===== src/rtl/cache_mem_arbiter.sv =====
// cache_mem_arbiter: shares one SRAM-like memory port between the icache and
// dcache controllers. The owning master keeps the port until its requests stop
// and all of its outstanding transactions have returned data.
// Build option: CACHE_ARB_RR_EN selects round-robin tie-breaking. When it is
// not defined, the dcache wins ties.
module cache_mem_arbiter #(
  parameter int unsigned ADDR_W    = 32,
  parameter int unsigned DATA_W    = 32,
  parameter int unsigned MAX_OUTST = 4
) (
  input  logic              clk,
  input  logic              reset,
  input  logic              i_req,
  input  logic [ADDR_W-1:0] i_addr,
  output logic              i_addr_ok,
  output logic              i_data_ok,
  output logic [DATA_W-1:0] i_rdata,
  input  logic              d_req,
  input  logic              d_wr,
  input  logic [1:0]        d_size,
  input  logic [ADDR_W-1:0] d_addr,
  input  logic [DATA_W-1:0] d_wdata,
  output logic              d_addr_ok,
  output logic              d_data_ok,
  output logic [DATA_W-1:0] d_rdata,
  output logic              mem_req,
  output logic              mem_wr,
  output logic [1:0]        mem_size,
  output logic [ADDR_W-1:0] mem_addr,
  output logic [DATA_W-1:0] mem_wdata,
  input  logic              mem_addr_ok,
  input  logic              mem_data_ok,
  input  logic [DATA_W-1:0] mem_rdata,
  output logic [1:0]        owner
);

  localparam int unsigned CNT_W = $clog2(MAX_OUTST + 1);

`ifdef CACHE_ARB_RR_EN
  localparam bit RR_EN = 1'b1;
`else
  localparam bit RR_EN = 1'b0;
`endif

  typedef enum logic [1:0] {
    IDLE  = 2'b00,
    GNT_I = 2'b01,
    GNT_D = 2'b10
  } state_t;

  state_t           state_q, state_d;
  logic [CNT_W-1:0] outst_q, outst_d;
  logic             last_d_q;      // 1: dcache held the most recent grant
  logic             owner_req;
  logic             accept;
  logic             retire;
  logic             release_grant;
  logic             pick_d;

  assign owner   = state_q;
  assign i_rdata = mem_rdata;
  assign d_rdata = mem_rdata;

  // Memory port mux and handshake routing, driven purely by the current owner.
  always_comb begin
    owner_req = 1'b0;
    mem_wr    = 1'b0;
    mem_size  = 2'b00;
    mem_addr  = '0;
    mem_wdata = '0;
    unique case (state_q)
      GNT_I: begin
        owner_req = i_req;
        mem_size  = 2'b11;
        mem_addr  = i_addr;
      end
      GNT_D: begin
        owner_req = d_req;
        mem_wr    = d_wr;
        mem_size  = d_size;
        mem_addr  = d_addr;
        mem_wdata = d_wdata;
      end
      default: ;
    endcase
    mem_req   = owner_req & (outst_q < CNT_W'(MAX_OUTST));
    i_addr_ok = (state_q == GNT_I) & mem_req & mem_addr_ok;
    d_addr_ok = (state_q == GNT_D) & mem_req & mem_addr_ok;
    i_data_ok = (state_q == GNT_I) & mem_data_ok;
    d_data_ok = (state_q == GNT_D) & mem_data_ok;
  end

  // Outstanding-transaction count; a data beat with nothing outstanding is ignored.
  always_comb begin
    accept  = mem_req & mem_addr_ok;
    retire  = mem_data_ok & (outst_q != '0);
    outst_d = outst_q;
    if (accept && !retire) begin
      outst_d = outst_q + CNT_W'(1);
    end else if (!accept && retire) begin
      outst_d = outst_q - CNT_W'(1);
    end
    release_grant = ~owner_req & (outst_d == '0);
  end

  // Grant selection: tie-break, hold while busy, direct hand-over on release.
  always_comb begin
    if (RR_EN && i_req && d_req) begin
      pick_d = ~last_d_q;
    end else begin
      pick_d = d_req;
    end
    state_d = state_q;
    unique case (state_q)
      IDLE: begin
        if (i_req || d_req) state_d = pick_d ? GNT_D : GNT_I;
      end
      GNT_I: begin
        if (release_grant) state_d = d_req ? GNT_D : IDLE;
      end
      GNT_D: begin
        if (release_grant) state_d = i_req ? GNT_I : IDLE;
      end
      default: state_d = IDLE;
    endcase
  end

  // Owner, outstanding count and last-grant history registers.
  always_ff @(posedge clk) begin
    if (reset) begin
      state_q  <= IDLE;
      outst_q  <= '0;
      last_d_q <= 1'b1;
    end else begin
      state_q <= state_d;
      outst_q <= outst_d;
      if (state_d != state_q && state_d != IDLE) begin
        last_d_q <= (state_d == GNT_D);
      end
    end
  end

endmodule


===== config.mk =====
export PLATFORM = sky130hd
export DESIGN_NAME = cache_mem_arbiter
export DESIGN_NICKNAME = d
export VERILOG_FILES = /design/src/rtl/cache_mem_arbiter.sv
export SDC_FILE = /design/constraint.sdc
export NUM_CORES = 1
export LEC_CHECK = 0
export BUFFER_PORTS_ARGS = -buffer_cell sky130_fd_sc_hd__buf_2
export CAP_MARGIN = 20
export CORE_AREA = 2 2 108 110
export CTS_BUF_LIST = sky130_fd_sc_hd__clkbuf_2
export DETAILED_ROUTE_END_ITERATION = 10
export DIE_AREA = 0 0 110 112
export HOLD_SLACK_MARGIN = 0.08
export PLACE_DENSITY_LB_ADDON = 0.25
export RECOVER_POWER = 100
export SYNTH_ARGS = -nofsm -noshare
export SYNTH_HDL_FRONTEND = slang
export SYNTH_SLANG_ARGS = --single-unit

===== constraint.sdc =====
create_clock -name clk -period 4.1 [get_ports clk]
set_input_delay 0.205 -clock clk [delete_from_list [all_inputs] [get_ports clk]]
set_output_delay 0.205 -clock clk [all_outputs]
set_load 0.03 [all_outputs]

# Yosys cells after proc, flatten, opt, wreduce, memory -nomap -nowiden
# Cells that the tools add are included.
[word_totals]
regBits = 5
word_cells = 44
out_inout_bits = 138
input_bits = 137
[op_classes]
mux = 14
add_sub_neg = 2
n_bitwise = 11
n_lt_le_gt_ge = 1
n_eq_ne = 5
reduce_logical = 9
[op_table]
columns = ["op", "count"]
rows = [
  ["one-hot mux 32 bit (2 select lines)", 1],
  ["two-way mux 32 bit", 1],
  ["AND 1 bit", 10],
  ["two-way mux 2 bit", 5],
  ["two-way mux 3 bit", 2],
  ["!= test 2 bit, second input constant", 3],
  ["one-hot mux 2 bit (3 select lines)", 1],
  ["one-hot mux 2 bit (2 select lines)", 1],
  ["adder 3 x 1 -> 3 bit, second input constant", 1],
  ["zero test 3 bit", 1],
  ["less-than comparator 3 bit, second input constant", 1],
  ["AND reduction 3 bit", 1],
  ["nonzero test 3 bit", 1],
  ["subtractor 3 x 1 -> 3 bit, second input constant", 1],
  ["equality test 2 x 1 -> 1 bit, second input constant", 1],
  ["equality test 2 bit, second input constant", 1],
  ["logical AND 1 bit", 2],
  ["zero test 1 bit", 2],
  ["zero test 2 bit", 1],
  ["two-way mux 1 bit", 2],
  ["one-hot mux 1 bit (2 select lines)", 1],
  ["logical OR 1 bit", 1],
  ["NOT 1 bit", 1],
]

# Longest topological paths before layout
[depth]
ltp_word = 12
mapped_depth = 7
depth_no_buf = 7

# Worst setup path before layout
# OpenSTA, ideal clock, no wires.
[synth_timing]
path_type = "register to output"
from = "register state_q[0] (netlist: owner[0])"
to = "output mem_addr[10]"
path_buffers = 2
required_ps = 3895
stages_incl_launch_ff = 6
setup_slack_ps = 2109
t_arrival_ps = 1786
cell_sequence = "dfxtp_1 -> ha_1 -> buf_2 -> buf_1 -> a22oi_1 -> nor2b_1"
[synth_between]
elab_chain_len = 2
word_cells_on_any_way = 3
classes_between = "eq/ne: 2; mux: 1"
[synth_rtl]
columns = ["item", "line_no", "rtl"]
rows = [
  ["start: declaration", "51", "state_t state_q, state_d;"],
  ["start signal: assignment", "135", "state_q <= state_d;"],
  ["equality test 2 bit or equality test 2 x 1 -> 1 bit (tied branches)", "71", "unique case (state_q)"],
  ["one-hot mux 32 bit (2 select lines) (*)", "71", ""],
  ["end: declaration", "29", "output logic [ADDR_W-1:0] mem_addr,"],
]
# Mark *: on every way between the ends. The rest lies on a longest branch, timed or not.

# Worst setup path after layout
[layout_timing]
from = "register state_q[1] (netlist: owner[1])"
to = "output mem_addr[6]"
# Same word-level chain as after synthesis.

==> flow_summary_export.csv <==
group,metric,value,unit
status,status,"finished, violations left",
status,violations,"capacitance limit, slew limit",
sta,drv_slew,39,
global_route,track_usage,0.0833,
drt,drcViolationCount,0,
cells_and_area,area_growth_syn_to_layout,29.1,%
critical_path,path_max_fanout,38,
cells_and_area,drive_gt1_frac,0.375,
clocking,hold_buffers,0,
floorplan,die_y,112,microns
drt,ant_nets,0,
synth,synthArstFlopShare,0,
sta,fmax,333,MHz
global_route,grt_antenna_before_repair,0,
sta,setup_viol,0,
clocking,root_buffer,"clkbuf_2",
placement,dp.cells,478,
clocking,worstSkewPairLatency,220,ps
clocking,cts_tree,"built",
run,max_cap_viol_count,1,
critical_path,r2r_slack,1430,ps
clocking,cts_resized,0,
drt,wirelength,5770,microns
floorplan,rows,39,
synth,synth_edf_count,0,
sta,hold_violations,0,
sta,tightestPinTransition,1720,ps
pwr,power.leakage,0.964,nW
cells_and_area,nets,484,
floorplan,die_w,110,microns
cells_and_area,final_cells,482,
clocking,htreeDepth,1,
critical_path,r2r_end,"owner[0]",
synth,syn_nets,379,
placement,hpwl,4600,microns
floorplan,num_io_pins,275,
sta,min_period,3000,ps
drt,vias_per_cell,3.86,
global_route,grt_pass1_vias,1787,
clocking,postCtsSetupBuffers,0,
critical_path,reg2reg_from,"owner[1]",
synth,netlist_top_cells_area,"buf_4 (29%), a22oi_1 (14%), nor2b_1 (14%)",
clocking,clockBufferDepth,2,
drt,detailroute.via_count,1859,
synth,synth_top_area_share,0.289,
cells_and_area,nFillCells,1321,
min_path,hold_path.class,"input port to register",
synth,ys_ff_latch,5,
synth,synth-seq-area-share,0.0602,
synth,yosys.area.top_type,"buf_4",
critical_path,cp-start-kind,"register",
drt,drtPass1Iterations,4,
sta,relSlewSlack,-0.144,
sta,skew,3.36,ps
sta,setup_tns,0,ps
placement,portBuffers,178,
critical_path,crit_type,"register to primary output",
drt,drt-initial-drc-count,54,
synth,yosysWarnings,0,
global_route,grt_max_degree,39,
pwr,p_per_area,572,nW/um^2
synth,synthCells,235,
critical_path,end_kind,"primary output",
critical_path,ff2ff_path_depth,6,
floorplan,initial_core_util,0.149,
synth,ys_types,29,
critical_path,startpoint,"owner[1]",
critical_path,crit_end,"mem_addr[6]",
synth,synthFlopType,"dfxtp_1",
synth,netlist_area,1660,sq um
floorplan,coreArea,11200,sq um
sta,post-route-period-util,0.731,
cells_and_area,antenna_cells,0,
critical_path,cp_data_arrival_time,2790,ps
clocking,clk_pin_slew,60,ps
global_route,grt_overflow,0,
synth,avgSynthCellArea,7.08,sq um
floorplan,fp.dieArea,12300,sq um
clocking,numCtsBuffers,3,
global_route,grt_pass1_wl,8430,microns
clocking,cts.sinks,5,
placement,place.gp.congestion,0.788,
pwr,peakVddDrop,0.212,mV
critical_path,required,3890,ps
sta,rsz0062_at_grt,"no",
drt,routedWlPerCell,12.0,microns
==> synthesized netlist by cell type (2+ instances only) <==
master / n
a211oi_1: 2
a21oi_1: 3
a22oi_1: 32
and2_1: 35
and3_1: 2
buf_1: 2
buf_2: 3
buf_4: 64
clkbuf_1: 11
dfxtp_1: 5
ha_1: 7
inv_1: 5
mux2i_1: 2
nand2_1: 4
nand2b_1: 3
nand3_1: 2
nor2_1: 5
nor2b_1: 36
xnor2_1: 2
==> metrics by stage <==
step | util | setup slack (ps) | hold WS [ps] | power [mW] | instance area (sq um)
after floorplan | - | 2110 | 277 | 1.04 | 1660
after global placement | 0.198 | 1760 | 410 | 1.22 | 2210
after detailed placement | 0.198 | 1610 | 410 | 1.24 | 2210
after CTS | 0.199 | 1370 | 232 | 1.29 | 2230
after global routing | 0.192 | 820 | 234 | 1.35 | 2150
final | 0.192 | 1100 | 241 | 1.23 | 2150
==> final cells by class <==
| type | instances | area [sq um] | area share |
|---|---|---|---|
| clock buffer | 4 | 20.0 | 0.00932 |
| inverter | 5 | 18.8 | 0.00874 |
| multi-input combinational | 145 | 1000 | 0.465 |
| sequential | 5 | 100 | 0.0466 |
| tap | 143 | 179 | 0.0833 |
| timing repair buffer | 180 | 831 | 0.387 |
==> report_power, final <==
| part | switching [mW] | internal [mW] |
|---|---|---|
| Clock | 0.0207 | 0.0259 |
| Sequential | 0.0226 | 0.0673 |
| Combinational | 0.717 | 0.376 |
| Total | 0.760 | 0.469 |
==> registers in the layout, summed over array words and instances, names as in the netlist <==
name     flops
outst_q      3
owner        2
==> worst max-delay path: stages (launching register included) <==
cell	delay, ps
dfxtp_1	340
inv_1	90
ha_1	170
clkbuf_1	1240
a22oi_1	190
nor2b_1	190
clkbuf_1	340
==> layout by cell type, fill, tap and decap left out, types with 2 or more instances in the layout <==
master	Yosys	layout
clkbuf_2	0	4
nor2b_1	36	36
buf_2	3	121
and2_0	0	13
and3_1	2	2
a21oi_1	3	3
ha_1	7	7
and2_1	35	22
clkbuf_1	11	58
nor2_1	5	5
a211oi_1	2	2
inv_1	5	5
nand2b_1	3	3
xnor2_1	2	2
dfxtp_1	5	5
nand2_1	4	4
mux2i_1	2	2
nand3_1	2	2
a22oi_1	32	32
==> cells by family (layout without fill, tap and decap cells) <==
kind of cell / Yosys count / after routing / share of synthesized area
muxes: 3 / 3 / 0.0188
and+or+nand+nor: 90 / 90 / 0.327
AOI/OAI and AO/OA: 43 / 43 / 0.192
adders and majority gates: 7 / 7 / 0.0526
xor gates and xnor gates: 2 / 2 / 0.0105
DFF: 5 / 5 / 0.0602
buffers and inverters: 85 / 189 / 0.338
==> worst min-delay path by stage <==
stage                  endpoint  slack [ps]  depth (start not counted)          start
finish               outst_q[0]         240                          2          reset
global route         outst_q[2]         230                          2          reset
CTS                  outst_q[2]         230                          2          reset
detailed placement  d_rdata[29]         410                          0  mem_rdata[29]
global placement    d_rdata[29]         410                          0  mem_rdata[29]
floorplan            outst_q[2]         280                          1          reset
==> per-layer routing <==
layer  vias up  track usage  share of wire
met1       830       0.0906           0.37
met2        82        0.160           0.51
met3        17       0.0146          0.090
li1        930            -              -
met4         0       0.0236          0.025
met5         -            0              0
Power figures use the tool's default switching activity.
